===== config.mk =====
export PLATFORM = sky130hd
export DESIGN_NAME = rob
export DESIGN_NICKNAME = d
export VERILOG_FILES = /design/src/rtl/rob.sv
export SDC_FILE = /design/constraint.sdc
export NUM_CORES = 1
export LEC_CHECK = 0
export ABC_AREA = 1
export BUFFER_PORTS_ARGS = -buffer_cell sky130_fd_sc_hd__buf_4
export CAP_MARGIN = 10
export CORE_ASPECT_RATIO = 1.5
export CORE_MARGIN = 2
export CORE_UTILIZATION = 34
export DETAILED_ROUTE_END_ITERATION = 7
export SLEW_MARGIN = 20
export SYNTH_ARGS = -nofsm -noshare
export SYNTH_HDL_FRONTEND = slang
export SYNTH_SLANG_ARGS = --single-unit

===== constraint.sdc =====
create_clock -name clk -period 7.9 [get_ports clk]
set_input_delay 0 -clock clk [delete_from_list [all_inputs] [get_ports clk]]
set_output_delay 0 -clock clk [all_outputs]
set_load 0.005 [all_outputs]

===== src/rtl/rob.sv =====
// rtl/rob.sv - circular reorder buffer with in-order single retirement
//
// Ports:
//   clk, reset              : clock and synchronous active-high reset
//   alloc_*                 : allocation request at the tail; alloc_ready/alloc_tag report slot
//   complete_valid/_tag     : marks an allocated entry as executed
//   retire_*                : registered one-cycle pulse with the freed mapping of the head entry
//   count, full, empty      : occupancy derived from the registered counter
module rob #(
  parameter int DEPTH = 16,
  parameter int TAG_W = 4
) (
  input  logic             clk,
  input  logic             reset,
  input  logic             alloc_valid,
  input  logic             alloc_has_rd,
  input  logic [5:0]       alloc_phys_rd,
  input  logic [5:0]       alloc_old_phys_rd,
  input  logic [4:0]       alloc_arch_rd,
  output logic             alloc_ready,
  output logic [TAG_W-1:0] alloc_tag,
  input  logic             complete_valid,
  input  logic [TAG_W-1:0] complete_tag,
  output logic             retire_valid,
  output logic [5:0]       retire_phys_reg,
  output logic [4:0]       retire_arch_rd,
  output logic [TAG_W-1:0] retire_tag,
  output logic [TAG_W:0]   count,
  output logic             full,
  output logic             empty
);

  localparam logic [TAG_W:0]   DEPTH_CNT = (TAG_W+1)'(DEPTH);
  localparam logic [TAG_W:0]   CNT_ONE   = (TAG_W+1)'(1);
  localparam logic [TAG_W-1:0] PTR_ONE   = TAG_W'(1);

  // Per-entry state
  logic [DEPTH-1:0] valid_q, valid_d;
  logic [DEPTH-1:0] done_q, done_d;
  logic [DEPTH-1:0] has_rd_q, has_rd_d;
  logic [5:0]       phys_rd_q [DEPTH];
  logic [5:0]       phys_rd_d [DEPTH];
  logic [5:0]       old_phys_rd_q [DEPTH];
  logic [5:0]       old_phys_rd_d [DEPTH];
  logic [4:0]       arch_rd_q [DEPTH];
  logic [4:0]       arch_rd_d [DEPTH];

  // Pointers and occupancy
  logic [TAG_W-1:0] head_q, head_d;
  logic [TAG_W-1:0] tail_q, tail_d;
  logic [TAG_W:0]   count_q, count_d;

  // Registered retire port
  logic             retire_valid_q, retire_valid_d;
  logic [5:0]       retire_phys_reg_q, retire_phys_reg_d;
  logic [4:0]       retire_arch_rd_q, retire_arch_rd_d;
  logic [TAG_W-1:0] retire_tag_q, retire_tag_d;

  logic do_alloc;
  logic do_retire;

  // The new physical register is carried along with the entry for visibility
  // but is not needed when the entry retires.
  logic unused_phys_rd;
  assign unused_phys_rd = ^phys_rd_q[head_q];

  assign full        = (count_q == DEPTH_CNT);
  assign empty       = (count_q == '0);
  // Readiness comes from the registered count only, so a retirement out of a
  // full buffer frees the slot for the next edge, not the current one.
  assign alloc_ready = !full;
  assign alloc_tag   = tail_q;
  assign count       = count_q;

  assign retire_valid    = retire_valid_q;
  assign retire_phys_reg = retire_phys_reg_q;
  assign retire_arch_rd  = retire_arch_rd_q;
  assign retire_tag      = retire_tag_q;

  assign do_alloc  = alloc_valid && !full;
  // Uses the registered done bit, so a completion never retires on its own edge.
  assign do_retire = valid_q[head_q] && done_q[head_q];

  always_comb begin
    valid_d       = valid_q;
    done_d        = done_q;
    has_rd_d      = has_rd_q;
    phys_rd_d     = phys_rd_q;
    old_phys_rd_d = old_phys_rd_q;
    arch_rd_d     = arch_rd_q;
    head_d        = head_q;
    tail_d        = tail_q;
    count_d       = count_q;

    retire_valid_d    = 1'b0;
    retire_phys_reg_d = retire_phys_reg_q;
    retire_arch_rd_d  = retire_arch_rd_q;
    retire_tag_d      = retire_tag_q;

    // Completion of a free slot is dropped so a later allocation starts clean.
    if (complete_valid && valid_q[complete_tag]) begin
      done_d[complete_tag] = 1'b1;
    end

    if (do_retire) begin
      valid_d[head_q] = 1'b0;
      done_d[head_q]  = 1'b0;
      head_d          = head_q + PTR_ONE;
      retire_valid_d  = 1'b1;
      retire_tag_d    = head_q;
      if (has_rd_q[head_q]) begin
        retire_phys_reg_d = old_phys_rd_q[head_q];
        retire_arch_rd_d  = arch_rd_q[head_q];
      end else begin
        retire_phys_reg_d = 6'h3F;
        retire_arch_rd_d  = 5'h1F;
      end
    end

    // The tail slot is free whenever allocation is allowed, so it never
    // collides with the head entry being retired.
    if (do_alloc) begin
      valid_d[tail_q]       = 1'b1;
      done_d[tail_q]        = 1'b0;
      has_rd_d[tail_q]      = alloc_has_rd;
      phys_rd_d[tail_q]     = alloc_phys_rd;
      old_phys_rd_d[tail_q] = alloc_old_phys_rd;
      arch_rd_d[tail_q]     = alloc_arch_rd;
      tail_d                = tail_q + PTR_ONE;
    end

    case ({do_alloc, do_retire})
      2'b10:   count_d = count_q + CNT_ONE;
      2'b01:   count_d = count_q - CNT_ONE;
      default: count_d = count_q;
    endcase
  end

  always_ff @(posedge clk) begin
    if (reset) begin
      valid_q           <= '0;
      done_q            <= '0;
      head_q            <= '0;
      tail_q            <= '0;
      count_q           <= '0;
      retire_valid_q    <= 1'b0;
      retire_phys_reg_q <= 6'h3F;
      retire_arch_rd_q  <= 5'h1F;
      retire_tag_q      <= '0;
    end else begin
      valid_q           <= valid_d;
      done_q            <= done_d;
      head_q            <= head_d;
      tail_q            <= tail_d;
      count_q           <= count_d;
      retire_valid_q    <= retire_valid_d;
      retire_phys_reg_q <= retire_phys_reg_d;
      retire_arch_rd_q  <= retire_arch_rd_d;
      retire_tag_q      <= retire_tag_d;
    end
  end

  // Payload fields are only meaningful while valid is set, so they need no reset.
  always_ff @(posedge clk) begin
    has_rd_q      <= has_rd_d;
    phys_rd_q     <= phys_rd_d;
    old_phys_rd_q <= old_phys_rd_d;
    arch_rd_q     <= arch_rd_d;
  end

endmodule


==> flow_summary.json, run 1 <==
{
  "grt_first_pass_wirelength_um": 46800,
  "htree_levels": 1,
  "cts_hold_buf": 22,
  "floorplan.rows": 82,
  "antenna_violating_nets_post_route": 0,
  "area.growth.synth_to_final_pct": 14.3,
  "residual_drc_count": 0,
  "cellPowerDensity_nw_per_um2": 211,
  "finalWirelength_um": 30500,
  "synth-seq-area-share_pct": 60.7,
  "hold_path.class": "input port to flop",
  "gr-total-overflow": 0,
  "vdd_drop_max_v": 0.000171,
  "report.power.total_w": 0.00278,
  "final.setup_skew_ns": 0.0175,
  "grt_setup_unrepaired": "no",
  "ff2ff_setup_slack_ns": 4.68,
  "postCtsSetupRepairBufs": 0,
  "cts_inserted_buffers": 24,
  "timing.final.ws_setup_ns": 4.68,
  "critical_path.max_fanout": 61,
  "maximum_number_of_pins_on_one_net_before_global_route_repair": 97,
  "clock_buffer_depth": 3,
  "initial_utilization_pct": 34.5,
  "timing.critical_path.to_type": "flop",
  "worst_setup_path_endpoint": "count[4]",
  "outcome": "finished, final reports clean",
  "syn-num-nets": 1296,
  "fin_util_pct": 39.4,
  "final-seq-area_sq_um": 6990,
  "cp-start-kind": "flop",
  "finalWeightedCongestion": 0.807,
  "netlist_area_sq_um": 11500,
  "layout_worst_path_cycle_share_pct": 40.8,
  "ys_ff_latch": 253,
  "post_cts_resize_count": 0,
  "num-nets-final": 1337,
  "timing_worst_setup_path_type": "flop to flop",
  "maxCapViolations": 0,
  "clock_sink_count": 253,
  "first_pass_iters": 4,
  "dp_slack_ns": 4.68,
  "final_max_slew_viol_count": 0,
  "cp_data_arrival_time_ns": 3.66,
  "clkLatencyLatePin_ns": 0.54,
  "core_area_sq_um": 33300,
  "initial_antenna_violation_count": 0,
  "port_buffers": 47,
  "synth_largest_type_area_fraction_pct": 50.1,
  "groute.usage.overall_pct": 17.2,
  "fmaxAchievable_mhz": 310,
  "registers.top_by_ff_count": "old_phys_rd_q",
  "detailed_place_hpwl_um": 18100,
  "first_global_vias": 8480,
  "ys_top_cells_by_count": "sky130_fd_sc_hd__nand2_1 (283), sky130_fd_sc_hd__edfxtp_1 (192), sky130_fd_sc_hd__nor2_1 (183)",
  "cp.required_ns": 8.34,
  "synth_area_leader_cell": "sky130_fd_sc_hd__edfxtp_1",
  "drt-vias-per-instance": 5.01,
  "finalNonFillerCells": 1738,
  "r2r.worst_path.cells": 17,
  "final.min_clock_period_ns": 3.22,
  "synth.distinct_cells": 29,
  "floorplan.die.width_um": 154,
  "synth-edff-count": 192,
  "top_regs": "old_phys_rd_q: 96 flops, arch_rd_q: 80 flops",
  "yosysWarnings": 0,
  "initialDrtViolationCount": 634,
  "filler_cell_count": 3229,
  "place_inst": 1672,
  "proportion_of_register_bits_with_asynchronous_set_or_reset_after_synthesis_pct": 0,
  "wl_per_cell_um": 17.5,
  "postSynth.topFlopCell": "sky130_fd_sc_hd__edfxtp_1",
  "yosys.cell_count.top_type": "sky130_fd_sc_hd__nand2_1",
  "setup_viol": 0,
  "n_antenna_cell": 0,
  "drive_above_1_share_pct": 8.65,
  "fp.dieH_um": 229,
  "critPathLaunch": "head_q[1]",
  "multi_input_comb_area_sq_um": 3600,
  "routed-via-count": 8700,
  "synth_area_leaders": "sky130_fd_sc_hd__edfxtp_1 (50%), sky130_fd_sc_hd__dfxtp_1 (11%), sky130_fd_sc_hd__nand2_1 (9.2%)",
  "tritoncts": "done",
  "crit-reg2reg-launch": "head_q[1]",
  "largest_register_ffs": 96,
  "root_buffer": "sky130_fd_sc_hd__clkbuf_16",
  "worstReg2RegEnd": "count[4]",
  "clock_transition_at_the_registers_of_the_reported_paths_ns": 0.07,
  "worst_slew_pin_slew_ns": 1.02,
  "synthesis.instances": 1259,
  "mean_instance_size_in_the_synthesized_netlist_sq_um": 9.14,
  "final.setup.tns_ns": 0,
  "hold_viol_final": 0,
  "fp.dieArea_sq_um": 35300,
  "remaining_max_slew_budget_at_the_tightest_pin_pct": 32.3,
  "ios": 54,
  "leakage_nw": 5.41
}
critical path, stage by stage (launching register included):
cell,delay [ns]
sky130_fd_sc_hd__dfxtp_2,0.33
sky130_fd_sc_hd__buf_4,0.57
sky130_fd_sc_hd__nand3_1,0.15
sky130_fd_sc_hd__nand2_1,0.13
sky130_fd_sc_hd__nand2_1,0.06
sky130_fd_sc_hd__nand2_1,0.10
sky130_fd_sc_hd__nor2_1,0.08
sky130_fd_sc_hd__nor2_4,0.16
sky130_fd_sc_hd__buf_4,0.42
sky130_fd_sc_hd__ha_1,0.29
sky130_fd_sc_hd__a21o_1,0.16
sky130_fd_sc_hd__nand2_1,0.05
sky130_fd_sc_hd__o21ai_0,0.19
sky130_fd_sc_hd__a21oi_1,0.09
sky130_fd_sc_hd__o21ai_0,0.10
sky130_fd_sc_hd__nand2_1,0.07
sky130_fd_sc_hd__nand2_1,0.06
sky130_fd_sc_hd__nor2_1,0.04
per-stage QoR:
| step | hold WS, ns | area (sq um) |
|---|---|---|
| detailed placement | 0.306 | 12100 |
| global placement | 0.299 | 12100 |
| finish | 0.0813 | 13200 |
| CTS | 0.0624 | 13200 |
| global route | 0.128 | 13200 |
| floorplan | 0.0989 | 11500 |
how the worst min path moves through the flow:
| stage | from | endpoint | slack [ns] | depth (start not counted) |
|---|---|---|---|---|
| after floorplan | alloc_arch_rd[0] | arch_rd_q[0] | 0.1 | 0 |
| after global placement | alloc_old_phys_rd[3] | old_phys_rd_q[57] | 0.30 | 1 |
| after detailed placement | alloc_arch_rd[0] | arch_rd_q[0] | 0.31 | 1 |
| after CTS | complete_tag[0] | done_q[10] | 0.06 | 6 |
| after global routing | complete_tag[0] | done_q[3] | 0.13 | 7 |
| final | complete_tag[0] | done_q[10] | 0.08 | 6 |
per-layer routing:
layer  vias up  share of wire, %  track usage (%)
li1       4235                 -                -
met1      4114                39             19.4
met2       264                51             31.0
met3        87               5.0             2.35
met4         0               4.9             9.38
met5         -                 0                0
cell families after synthesis:
family	synth area share, %
simple gates	20.5
xor+xnor	0.457
flops	60.7
compound gates	9.17
buf+inv	7.97
fa+ha+maj	1.20
final cells by class:
class	count	area share, %
clock inverters	17	1.45
repair buffers	78	4.87
well taps	420	4.00
clock buffers	27	4.81
flip-flops and latches	253	53.2
inverters	151	4.33
multi-input cells	792	27.4
layout by cell type, fill, tap and decap left out, types with 3 or more instances in the layout:
cell type,n
sky130_fd_sc_hd__a21oi_1,24
sky130_fd_sc_hd__buf_4,56
sky130_fd_sc_hd__bufinv_16,4
sky130_fd_sc_hd__clkbuf_16,25
sky130_fd_sc_hd__clkinv_1,9
sky130_fd_sc_hd__clkinv_2,3
sky130_fd_sc_hd__dfxtp_1,59
sky130_fd_sc_hd__dlygate4sd3_1,22
sky130_fd_sc_hd__edfxtp_1,192
sky130_fd_sc_hd__ha_1,11
sky130_fd_sc_hd__inv_1,139
sky130_fd_sc_hd__inv_2,8
sky130_fd_sc_hd__nand2_1,283
sky130_fd_sc_hd__nand2_4,3
sky130_fd_sc_hd__nand3_1,97
sky130_fd_sc_hd__nand4_1,4
sky130_fd_sc_hd__nor2_1,182
sky130_fd_sc_hd__nor2_2,3
sky130_fd_sc_hd__o21ai_0,119
sky130_fd_sc_hd__o21ai_1,5
sky130_fd_sc_hd__o22ai_1,48
sky130_fd_sc_hd__xor2_1,4
where the power goes:
group | switching (W) | internal [W]
Combinational | 0.0000778 | 0.0000390
Clock | 0.000500 | 0.000708
Sequential | 0.00000780 | 0.00145
Total | 0.000585 | 0.00219
(Power assumes the default switching activity.)
==> run 2, diff against run 1 <==
==> constraint.sdc (replaced) <==
create_clock -name clk -period 3.3 [get_ports clk]
set_input_delay 0 -clock clk [delete_from_list [all_inputs] [get_ports clk]]
set_output_delay 0 -clock clk [all_outputs]
set_load 0.005 [all_outputs]
==> run 2 against run 1 <==
  * Final cell count grew 0.23%
  * Maximum frequency grew 8.7%
  * Total power grew 130%
  * Critical path type unchanged
  * Critical endpoint unchanged
  * Highest routed layer unchanged
==> flow_summary.json, run 2 (synthesis results as in run 1) <==
{
  "power.clock.fraction_pct": 42.1,
  "top_regs": "old_phys_rd_q: 96 flops, arch_rd_q: 80 flops",
  "clkLatencyLatePin_ns": 0.55,
  "leakage_nw": 5.40,
  "routed-via-count": 8596,
  "worstReg2RegEnd": "count[4]",
  "hold_path_end": "done_q[10]",
  "initial_utilization_pct": 34.5,
  "maxCapViolations": 0,
  "drive_above_1_share_pct": 9.00,
  "wl_per_cell_um": 17.3,
  "first_global_vias": 8289,
  "final_max_slew_viol_count": 0,
  "setup_viol": 0,
  "timing_worst_setup_path_type": "flop to flop",
  "hold_viol_final": 0,
  "first_pass_iters": 5,
  "gr-total-overflow": 0,
  "initialDrtViolationCount": 674,
  "p_int_w": 0.00505,
  "antenna_violating_nets_post_route": 0,
  "registers.top_by_ff_count": "old_phys_rd_q",
  "port_buffers": 47,
  "fp.dieArea_sq_um": 35300,
  "fin_util_pct": 39.4,
  "largest_register_ffs": 96,
  "tritoncts": "done",
  "timing.critical_path.to_type": "flop",
  "cts_inserted_buffers": 25,
  "cp_data_arrival_time_ns": 3.41,
  "vdd_drop_max_v": 0.000426,
  "area.growth.synth_to_final_pct": 14.1,
  "postCtsSetupRepairBufs": 0,
  "worst_slew_pin_slew_ns": 1.06,
  "hp-start": "complete_tag[0]",
  "final.setup_skew_ns": 0.00971,
  "critical_path.max_fanout": 35,
  "cp-start-kind": "flop",
  "ff2ff_setup_slack_ns": 0.33,
  "dp_slack_ns": 0.455,
  "timing.hold.worst_path_depth": 6,
  "power.share.combinational_pct": 4.3,
  "finalWeightedCongestion": 0.846,
  "net_sw_power_w": 0.00145,
  "filler_cell_count": 3259,
  "timing.final.ws_setup_ns": 0.335,
  "remaining_max_slew_budget_at_the_tightest_pin_pct": 29.1,
  "post_cts_resize_count": 0,
  "grt_first_pass_wirelength_um": 46600,
  "core_area_sq_um": 33300,
  "htree_levels": 1,
  "sw_frac_of_total_pct": 22.4,
  "fmaxAchievable_mhz": 337,
  "drt-vias-per-instance": 4.93,
  "outcome": "finished, final reports clean",
  "layout_worst_path_cycle_share_pct": 89.9,
  "cp.required_ns": 3.75,
  "clock_transition_at_the_registers_of_the_reported_paths_ns": 0.07,
  "num-nets-final": 1341,
  "residual_drc_count": 0,
  "power.share.sequential_pct": 53.5,
  "finalNonFillerCells": 1742,
  "final.setup.tns_ns": 0,
  "root_buffer": "sky130_fd_sc_hd__clkbuf_16",
  "finalWirelength_um": 30100,
  "place_inst": 1677,
  "clock_buffer_depth": 3,
  "hold_path.class": "input port to flop",
  "final.min_clock_period_ns": 2.97,
  "r2r.worst_path.cells": 16,
  "n_antenna_cell": 0,
  "fp.dieH_um": 229,
  "maximum_number_of_pins_on_one_net_before_global_route_repair": 100,
  "detailed_place_hpwl_um": 18600,
  "groute.usage.overall_pct": 17.1,
  "fin_worst_hold_slack_ns": 0.0696,
  "floorplan.rows": 82,
  "cellPowerDensity_nw_per_um2": 495,
  "ios": 54,
  "initial_antenna_violation_count": 0,
  "clock_sink_count": 253,
  "grt_setup_unrepaired": "no",
  "crit-reg2reg-launch": "head_q[2]",
  "mostFrequentLayoutCells": "sky130_fd_sc_hd__nand2_1 (283), sky130_fd_sc_hd__edfxtp_1 (192), sky130_fd_sc_hd__nor2_1 (182), sky130_fd_sc_hd__inv_1 (139), sky130_fd_sc_hd__o21ai_0 (119)",
  "most_common_cell_after_layout_fill_and_taps_aside": "sky130_fd_sc_hd__nand2_1",
  "floorplan.die.width_um": 154
}
==> run 2: cell count changes in the layout (fill, tap and decap cells not counted), sizes merged <==
cell,delta
buf,+5
bufinv,-3
clkbuf,+3
clkinv,-1
clkinvlp,+2
dlygate4sd3,-2
==> run 2: cell type report <==
cell class	instances	area, sq um	share of cell area, %
flip-flops and latches	253	6990	53.3
clock buffers	30	644	4.91
multi-input cells	792	3600	27.4
well taps	420	526	4.00
inverters	151	569	4.34
repair buffers	81	658	5.01
clock inverters	15	136	1.04
==> run 2: worst max-delay path by stage <==
| stage | to | start | slack [ns] | cells past startpoint |
|---|---|---|---|---|
| 3_5_place_dp | count[4] | head_q[2] | 0.46 | 16 |
| 2_1_floorplan | count[4] | head_q[0] | 0.57 | 22 |
| 6_report | count[4] | head_q[2] | 0.33 | 16 |
| 4_1_cts | count[4] | head_q[2] | 0.43 | 16 |
| 5_1_grt | count[4] | head_q[0] | 0.1 | 19 |
| 3_3_place_gp | count[4] | head_q[2] | 0.51 | 16 |
==> run 2: per-stage QoR <==
step	cell area (sq um)	power (W)
3_3_place_gp	12100	0.00381
3_5_place_dp	12100	0.00381
5_1_grt	13100	0.00673
4_1_cts	13100	0.00655
6_report	13100	0.00650
2_1_floorplan	11500	0.00369
==> run 2: power groups by stage <==
| stage | logic (W) | clock network (W) | registers (W) |
|---|---|---|---|
| after floorplan | 0.000145 | 0 | 0.00355 |
| after global placement | 0.000261 | 0 | 0.00355 |
| after detailed placement | 0.000264 | 0 | 0.00355 |
| after CTS | 0.000284 | 0.00279 | 0.00348 |
| after global routing | 0.000316 | 0.00293 | 0.00348 |
| final | 0.000282 | 0.00274 | 0.00348 |
==> run 2: per-layer routing <==
metal	share of wire (%)	GRT usage, %	vias to the layer above
met5	0	0	-
met4	3.0	6.54	0
met3	4.4	2.23	60
met2	52	31.1	211
met1	41	20.2	4080
li1	-	-	4245
==> run 2: critical path, stage by stage (launching register included) <==
cell	delay [ns]
sky130_fd_sc_hd__dfxtp_1	0.54
sky130_fd_sc_hd__nand2_1	0.23
sky130_fd_sc_hd__inv_2	0.13
sky130_fd_sc_hd__nand2_1	0.08
sky130_fd_sc_hd__nand2_1	0.10
sky130_fd_sc_hd__nor2_1	0.07
sky130_fd_sc_hd__nor2_4	0.15
sky130_fd_sc_hd__buf_4	0.38
sky130_fd_sc_hd__ha_1	0.31
sky130_fd_sc_hd__a21o_1	0.17
sky130_fd_sc_hd__nand2_1	0.05
sky130_fd_sc_hd__o21ai_0	0.24
sky130_fd_sc_hd__a21oi_1	0.10
sky130_fd_sc_hd__o21ai_0	0.12
sky130_fd_sc_hd__nand2_1	0.09
sky130_fd_sc_hd__nand2_1	0.06
sky130_fd_sc_hd__nor2_1	0.04
==> run 2: what timing repair did <==
action,CTS,global route
hold buffers,20,0
endpoints found under the setup margin,0,0
endpoints found under the hold margin,231,0
